===== src/rtl/window_filter_pipe_if.sv =====
// Stream-side bundle of window_filter_pipe: window in, filtered pixel out, mode control and counter.
// Defining WINFILT_THRESH_EN adds the thresh input.
interface window_filter_pipe_if #(
  parameter int PIX_W = 8,
  parameter int CNT_W = 32
);
  logic [9*(PIX_W+1)-1:0] win_in;
  logic [1:0]             mode_in;
  logic                   mode_load;
  logic                   refresh;
`ifdef WINFILT_THRESH_EN
  logic [PIX_W-1:0]       thresh;
`endif
  logic [PIX_W:0]         out;
  logic [1:0]             mode_q;
  logic [CNT_W-1:0]       pix_cnt;

`ifdef WINFILT_THRESH_EN
  modport master (output win_in, mode_in, mode_load, refresh, thresh,
                  input  out, mode_q, pix_cnt);
  modport slave  (input  win_in, mode_in, mode_load, refresh, thresh,
                  output out, mode_q, pix_cnt);
`else
  modport master (output win_in, mode_in, mode_load, refresh,
                  input  out, mode_q, pix_cnt);
  modport slave  (input  win_in, mode_in, mode_load, refresh,
                  output out, mode_q, pix_cnt);
`endif
endinterface


===== src/rtl/window_filter_pipe.sv =====
// 3x3 Sobel-style gradient filter, 4-cycle fixed latency, one window per cycle with no stall/backpressure.
// WINFILT_THRESH_EN turns gradient modes into a binary compare against thresh.
module window_filter_pipe #(
  parameter int         PIX_W    = 8,
  parameter int         SHIFT    = 2,
  parameter logic [1:0] MODE_RST = 2'd1,
  parameter int         CNT_W    = 32
) (
  input  logic                clk,
  input  logic                rst,
  window_filter_pipe_if.slave bus
);
  localparam int EW = PIX_W + 1;
  localparam int SW = PIX_W + 2;
  localparam int GW = PIX_W + 3;
  localparam logic [GW-1:0] SAT_MAX = {3'b000, {PIX_W{1'b1}}};

  function automatic logic [SW-1:0] wsum(input logic [PIX_W-1:0] a,
                                         input logic [PIX_W-1:0] b,
                                         input logic [PIX_W-1:0] c);
    return {2'b00, a} + {1'b0, b, 1'b0} + {2'b00, c};
  endfunction

  logic [PIX_W-1:0] p [9];
  logic             valid_in;
  logic             flush;

  logic [SW-1:0]    s1_gxp_q, s1_gxp_d, s1_gxn_q, s1_gxn_d;
  logic [SW-1:0]    s1_gyp_q, s1_gyp_d, s1_gyn_q, s1_gyn_d;
  logic [PIX_W-1:0] s1_ctr_q, s1_ctr_d, s2_ctr_q, s2_ctr_d;
  logic [1:0]       s1_mode_q, s1_mode_d, s2_mode_q, s2_mode_d, s3_mode_q, s3_mode_d;
  logic signed [GW-1:0] s2_gx_q, s2_gx_d, s2_gy_q, s2_gy_d;
  logic [GW-1:0]    s3_val_q, s3_val_d;
  logic [3:0]       vld_q, vld_d;
  logic [PIX_W-1:0] out_pix_q, out_pix_d;
  logic [1:0]       mode_q, mode_d;
  logic [CNT_W-1:0] pix_cnt_q, pix_cnt_d;

  logic [GW-1:0]    neg_x, neg_y, shifted;
  logic [SW-1:0]    abs_x, abs_y;
  logic [PIX_W-1:0] sat, grad;

  always_comb begin
    for (int i = 0; i < 9; i++) begin
      p[i] = bus.win_in[i*EW +: PIX_W];
    end
    valid_in = bus.win_in[4*EW + PIX_W];
    flush    = rst | bus.refresh;
  end

  always_comb begin
    // S1: column sums for Gx, row sums for Gy; mode is the value held before this edge
    s1_gxp_d  = wsum(p[2], p[5], p[8]);
    s1_gxn_d  = wsum(p[0], p[3], p[6]);
    s1_gyp_d  = wsum(p[6], p[7], p[8]);
    s1_gyn_d  = wsum(p[0], p[1], p[2]);
    s1_ctr_d  = p[4];
    s1_mode_d = mode_q;

    s2_gx_d   = $signed({1'b0, s1_gxp_q}) - $signed({1'b0, s1_gxn_q});
    s2_gy_d   = $signed({1'b0, s1_gyp_q}) - $signed({1'b0, s1_gyn_q});
    s2_ctr_d  = s1_ctr_q;
    s2_mode_d = s1_mode_q;

    neg_x     = -s2_gx_q;
    neg_y     = -s2_gy_q;
    abs_x     = s2_gx_q[GW-1] ? neg_x[SW-1:0] : s2_gx_q[SW-1:0];
    abs_y     = s2_gy_q[GW-1] ? neg_y[SW-1:0] : s2_gy_q[SW-1:0];
    s3_val_d  = '0;
    case (s2_mode_q)
      2'd0:    s3_val_d = {3'b000, s2_ctr_q};
      2'd1:    s3_val_d = {1'b0, abs_x};
      2'd2:    s3_val_d = {1'b0, abs_y};
      default: s3_val_d = {1'b0, abs_x} + {1'b0, abs_y};
    endcase
    s3_mode_d = s2_mode_q;

    shifted   = s3_val_q >> SHIFT;
    sat       = (shifted > SAT_MAX) ? {PIX_W{1'b1}} : shifted[PIX_W-1:0];
`ifdef WINFILT_THRESH_EN
    grad      = (sat >= bus.thresh) ? {PIX_W{1'b1}} : '0;
`else
    grad      = sat;
`endif
    out_pix_d = '0;
    if (vld_q[2]) begin
      out_pix_d = (s3_mode_q == 2'd0) ? s3_val_q[PIX_W-1:0] : grad;
    end

    vld_d     = {vld_q[2:0], valid_in};
    pix_cnt_d = pix_cnt_q + {{(CNT_W-1){1'b0}}, vld_q[2]};

    if (flush) begin
      s1_gxp_d  = '0;
      s1_gxn_d  = '0;
      s1_gyp_d  = '0;
      s1_gyn_d  = '0;
      s1_ctr_d  = '0;
      s1_mode_d = '0;
      s2_gx_d   = '0;
      s2_gy_d   = '0;
      s2_ctr_d  = '0;
      s2_mode_d = '0;
      s3_val_d  = '0;
      s3_mode_d = '0;
      out_pix_d = '0;
      vld_d     = '0;
      pix_cnt_d = '0;
    end

    // Refresh leaves the mode alone, so a load on the same edge still lands
    if (rst) begin
      mode_d = MODE_RST;
    end else if (bus.mode_load) begin
      mode_d = bus.mode_in;
    end else begin
      mode_d = mode_q;
    end
  end

  always_ff @(posedge clk) begin
    s1_gxp_q  <= s1_gxp_d;
    s1_gxn_q  <= s1_gxn_d;
    s1_gyp_q  <= s1_gyp_d;
    s1_gyn_q  <= s1_gyn_d;
    s1_ctr_q  <= s1_ctr_d;
    s1_mode_q <= s1_mode_d;
    s2_gx_q   <= s2_gx_d;
    s2_gy_q   <= s2_gy_d;
    s2_ctr_q  <= s2_ctr_d;
    s2_mode_q <= s2_mode_d;
    s3_val_q  <= s3_val_d;
    s3_mode_q <= s3_mode_d;
    out_pix_q <= out_pix_d;
    vld_q     <= vld_d;
    pix_cnt_q <= pix_cnt_d;
    mode_q    <= mode_d;
  end

  assign bus.out     = {vld_q[3], out_pix_q};
  assign bus.mode_q  = mode_q;
  assign bus.pix_cnt = pix_cnt_q;
endmodule


===== src/flat_wrapper.sv =====
// flat-port wrapper written by rule: the top's interface ports become plain ports
module window_filter_pipe_flat 
#(
  parameter int         PIX_W    = 8,
  parameter int         SHIFT    = 2,
  parameter logic [1:0] MODE_RST = 2'd1,
  parameter int         CNT_W    = 32
)
  (clk, rst, bus_win_in, bus_mode_in, bus_mode_load, bus_refresh, bus_out, bus_mode_q, bus_pix_cnt);
  window_filter_pipe_if #(.PIX_W(PIX_W), .CNT_W(CNT_W)) bus_i ();
  input  logic clk;
  input  logic rst;
  input wire logic [$bits(bus_i.win_in)-1:0] bus_win_in;
  input wire logic [$bits(bus_i.mode_in)-1:0] bus_mode_in;
  input wire logic [$bits(bus_i.mode_load)-1:0] bus_mode_load;
  input wire logic [$bits(bus_i.refresh)-1:0] bus_refresh;
  output wire logic [$bits(bus_i.out)-1:0] bus_out;
  output wire logic [$bits(bus_i.mode_q)-1:0] bus_mode_q;
  output wire logic [$bits(bus_i.pix_cnt)-1:0] bus_pix_cnt;
  assign bus_i.win_in = bus_win_in;
  assign bus_i.mode_in = bus_mode_in;
  assign bus_i.mode_load = bus_mode_load;
  assign bus_i.refresh = bus_refresh;
  assign bus_out = bus_i.out;
  assign bus_mode_q = bus_i.mode_q;
  assign bus_pix_cnt = bus_i.pix_cnt;
  window_filter_pipe #(.PIX_W(PIX_W), .SHIFT(SHIFT), .MODE_RST(MODE_RST), .CNT_W(CNT_W)) u_core (.clk(clk), .rst(rst), .bus(bus_i));
endmodule

===== config.mk =====
export PLATFORM = sky130hd
export DESIGN_NAME = window_filter_pipe_flat
export DESIGN_NICKNAME = d
export VERILOG_FILES = /design/src/rtl/window_filter_pipe_if.sv /design/src/rtl/window_filter_pipe.sv /design/src/flat_wrapper.sv
export SDC_FILE = /design/constraint.sdc
export NUM_CORES = 1
export LEC_CHECK = 0
export ABC_AREA = 1
export CAP_MARGIN = 20
export CELL_PAD_IN_SITES_DETAIL_PLACEMENT = 0
export CELL_PAD_IN_SITES_GLOBAL_PLACEMENT = 1
export CORE_MARGIN = 8
export CORE_UTILIZATION = 43
export CTS_CLUSTER_SIZE = 10
export DETAILED_ROUTE_END_ITERATION = 6
export GPL_TIMING_DRIVEN = 0
export PLACE_DENSITY_LB_ADDON = 0.2
export SLEW_MARGIN = 20
export SYNTH_ARGS = -nofsm -noshare
export SYNTH_HDL_FRONTEND = slang
export SYNTH_SLANG_ARGS = --single-unit

===== constraint.sdc =====
create_clock -name clk -period 5.9 [get_ports clk]
set_clock_uncertainty 0.2 [all_clocks]
set_input_delay 0.885 -clock clk [delete_from_list [all_inputs] [get_ports clk]]
set_output_delay 0.885 -clock clk [all_outputs]
set_load 0.02 [all_outputs]

==> impl_summary.txt <==
----------------------------------------------------
[Drt]
  Count of routing violations after the opening detailed-route iteration ... 353
  DRC violations left ... 0
  Routed vias/inst ... 4.793
  Count of TritonRoute iterations in the first routing pass ... 5
  Routed length per instance ... 13.86 µm
  Antenna Violating Nets Remaining ... 0
  Drt total wl ... 19.67 mm
  Vias ... 6801

[STA]
  Final setup fails ... 0
  Final Hold Viols ... 0
  Clock period minus final worst setup slack ... 3.701 ns
  Max-slew violation count ... 0
  Achievable clock frequency ... 0.2702 GHz
  Worst-Margin Slew ... 0.7057 ns
  Unrepaired setup endpoints after global routing ... false
  Final sum of negative setup slack ... 0 ns
  Slew headroom ... 52.95%
  Share of the clock period used by the worst path after layout ... 62.73%

[Finish]
  Number of antenna cells inserted ... 0
  Relative area change from synthesis to final layout ... 26.36%
  Final standard cell count with taps included and fillers excluded ... 1419
  Number of filler instances in the final layout ... 1756
  NumNets Final ... 1364
  Share of layout cells above drive strength 1 ... 5.316%

[Clock tree]
  Clock tree from TritonCTS ... built
  Cts repair resizes ... 0
  CTS Sinks ... 141
  # H-tree levels ... 4
  Hold Buf Count CTS ... 0
  Post-CTS clock slew at the launch and capture registers of the worst setup and hold paths ... 0.06 ns
  Clk root buf ... clkbuf_16
  Post-CTS Setup Bufs ... 0
  Clock buffers created by TritonCTS ... 17
  Source-to-sink clock delay at the later pin of the worst-skew pair ... 0.43 ns
  Bufs on Longest Clock Path ... 2

[Worst setup path]
  Kind of end point of the critical path ... flop
  Classification of the worst setup path ... input pin to flop
  CP Data Arrival Time ... 3.78 ns
  Critical path, cell by cell ... clkdlybuf4s50_1, fa_1, ha_1, fa_1, nand2_1, nand2_1, a21oi_1, inv_1, nand2_1, inv_1, or2_2, a21oi_1, nor2_1, o21ai_0, a21oi_1
  Startpoint kind of the worst setup timing path ... input pin
  CP max stage cell ... fa_1
  CP Data Required Time ... 5.98 ns
  Cell family with most CP delay ... adder cells
  Biggest fanout along the worst timing path ... 3
  Worst path max stage delay ... 0.51 ns
  Combined buffer and inverter count along the critical path ... 3

[Placed design]
  Port Buffer Count ... 121
  Detail Placement HPWL ... 15.96 mm
  Placed insts ... 1387
  Routability cong. ... 0.9006

[Synthesis]
  Share of flip-flops with an asynchronous set or reset ... 0%
  Adder-cell area share of the yosys netlist ... 19.57%
  Gate Count Post-Synth ... 1032
  Xor and xnor area share after synthesis ... 1.740%
  Combinational family with the most area after synthesis ... adder cells
  Multiplexer share of the synthesized area ... 0%
  Commonest register cell after synthesis ... dfxtp_1
  Synthesized netlist net count ... 1224
  Area fraction in and, or, nand and nor cells after synthesis ... 18.91%
  Yosys reg bits ... 141
  Netlist cell types ... 45
  Area contributors post-synth ... dfxtp_1 35%, ha_1 11%, fa_1 8.7%
  Cell Area, Synth ... 8054 µm²
  Post-synth EDFFs ... 0
  Warnings from Yosys ... 0
  Top cells by count, synth ... 182 x inv_1, 145 x nand2_1, 141 x dfxtp_1, 110 x a21oi_1, 104 x nor2_1
  Area fraction of the dominant cell type after synthesis ... 35.05%
  Mean cell area of the mapped netlist ... 7.804 µm²
  Compound-gate portion of the synthesized area ... 15.30%
  Synth area leader ... dfxtp_1
  Most frequently used cell type in the post-synthesis netlist ... inv_1
  Sequential-to-total area share from yosys stat ... 35.05%

[Global routing]
  Vias in the first global route ... 6722
  Global-route total usage across every layer ... 17.32%
  Antenna violations before repair ... 0
  Leftover overflow at the end of global routing ... 0
  Largest net degree at the start of global routing ... 17
  Wire length of the first global-routing pass ... 32.65 mm

[Flow run]
  MaxCap Viol Count ... 0

[Floorplan]
  Core Footprint ... 18520 µm²
  Starting density of the core ... 43.49%
  Height of the die ... 152.9 µm
  Die Wd ... 152.9 µm
  Die ar. ... 23370 µm²
  Number of top-level pins ... 130
  Placement Rows ... 50

[Min path]
  Hold Crit Class ... flop to flop

[Power]
  Total Power ... 0.002866 W
  Cell leakage power ... 4.404 nW
  Cell area power density ... 281.6 nW/µm²
  Worst ir drop on vdd ... 0.2388 mV

[Run status]
  Status ... complete, no violations

----------------------------------------------------
## area by class of cell
class	instances	area [µm²]	area share, %
plain buffers	16	68.82	0.6762
multi-input cells	691	4472	43.94
clock inverters	15	193.9	1.906
repair buffers	121	1211	11.90
flip-flops and latches	141	2823	27.74
well taps	234	292.8	2.877
inverters	184	690.7	6.786
clock buffers	17	425.4	4.180
## per-stage QoR
step	cell area [µm²]	hold slack (ns)	util, %	worst slack (ns)
CTS	10180	0.2081	54.96	2.195
global placement	9558	0.1975	51.61	1.741
detailed placement	9558	0.1974	51.61	1.751
global route	10180	0.2214	54.96	1.977
floorplan	8054	0.1936	-	2.570
finish	10180	0.2072	54.96	2.199
## final timing paths
kind,from,to,slack [ns],depth (start not counted)
worst max register to register,u_core.s2_gx_q[0],u_core.s3_val_q[9],3.02,12
worst max-delay path,bus_win_in[1],u_core.s1_gxn_q[9],2.20,15
worst min register to register,u_core.vld_q[0],u_core.vld_q[1],0.21,2
worst min-delay path,u_core.vld_q[0],u_core.vld_q[1],0.21,2
## per-layer routing
layer	GRT usage, %	vias up	wire length (µm)
li1	-	3642	-
met1	21.70	3006	9186
met2	28.99	131	9233
met3	3.975	22	953
met4	5.655	0	296
met5	0	-	0
## tightest hold or removal path, delay by kind of cell, from the launching register on
kind	cells	cell delay, ns
DFF	1	0.30
buffers and inverters	1	0.04
and+or+nand+nor	1	0.03
## state kept, by name (all words and copies together), names as in the netlist, 10 cells and up
register	count
u_core.bus.pix_cnt	32
u_core.s2_gx_q	11
u_core.s2_gy_q	11
u_core.s3_val_q	11
u_core.s1_gxn_q	10
u_core.s1_gxp_q	10
u_core.s1_gyn_q	10
u_core.s1_gyp_q	10
## logic make-up (layout without fill, tap and decap cells)
| kind of cell | after synthesis | count (layout) |
|---|---|---|
| simple gates | 342 | 342 |
| compound gates | 228 | 228 |
| fa+ha+maj | 105 | 105 |
| xor+xnor | 16 | 16 |
| buf+inv | 200 | 353 |
| flops | 141 | 141 |
## power by group
group	leakage, nW	switching [W]	internal, W	total [W]
Clock	0.304	0.000462	0.000646	0.00111
Combinational	2.95	0.000432	0.000294	0.000726
Sequential	1.15	0.0000260	0.00101	0.00103
## cell usage in the layout (no fill, tap or decap), drive strengths merged, types with 5 or more instances in the layout
cell,count
inv,192
clkinv,5
or2,6
o21bai,6
xnor2,6
clkdlybuf4s50,121
nand4,9
nor3,22
nand3,36
o21ai,86
dfxtp,141
ha,70
nand2,147
xor2,10
fa,35
o21a,6
a21oi,110
clkbuf,30
nor2,112
No activity file was read; power rests on OpenSTA's default activity.
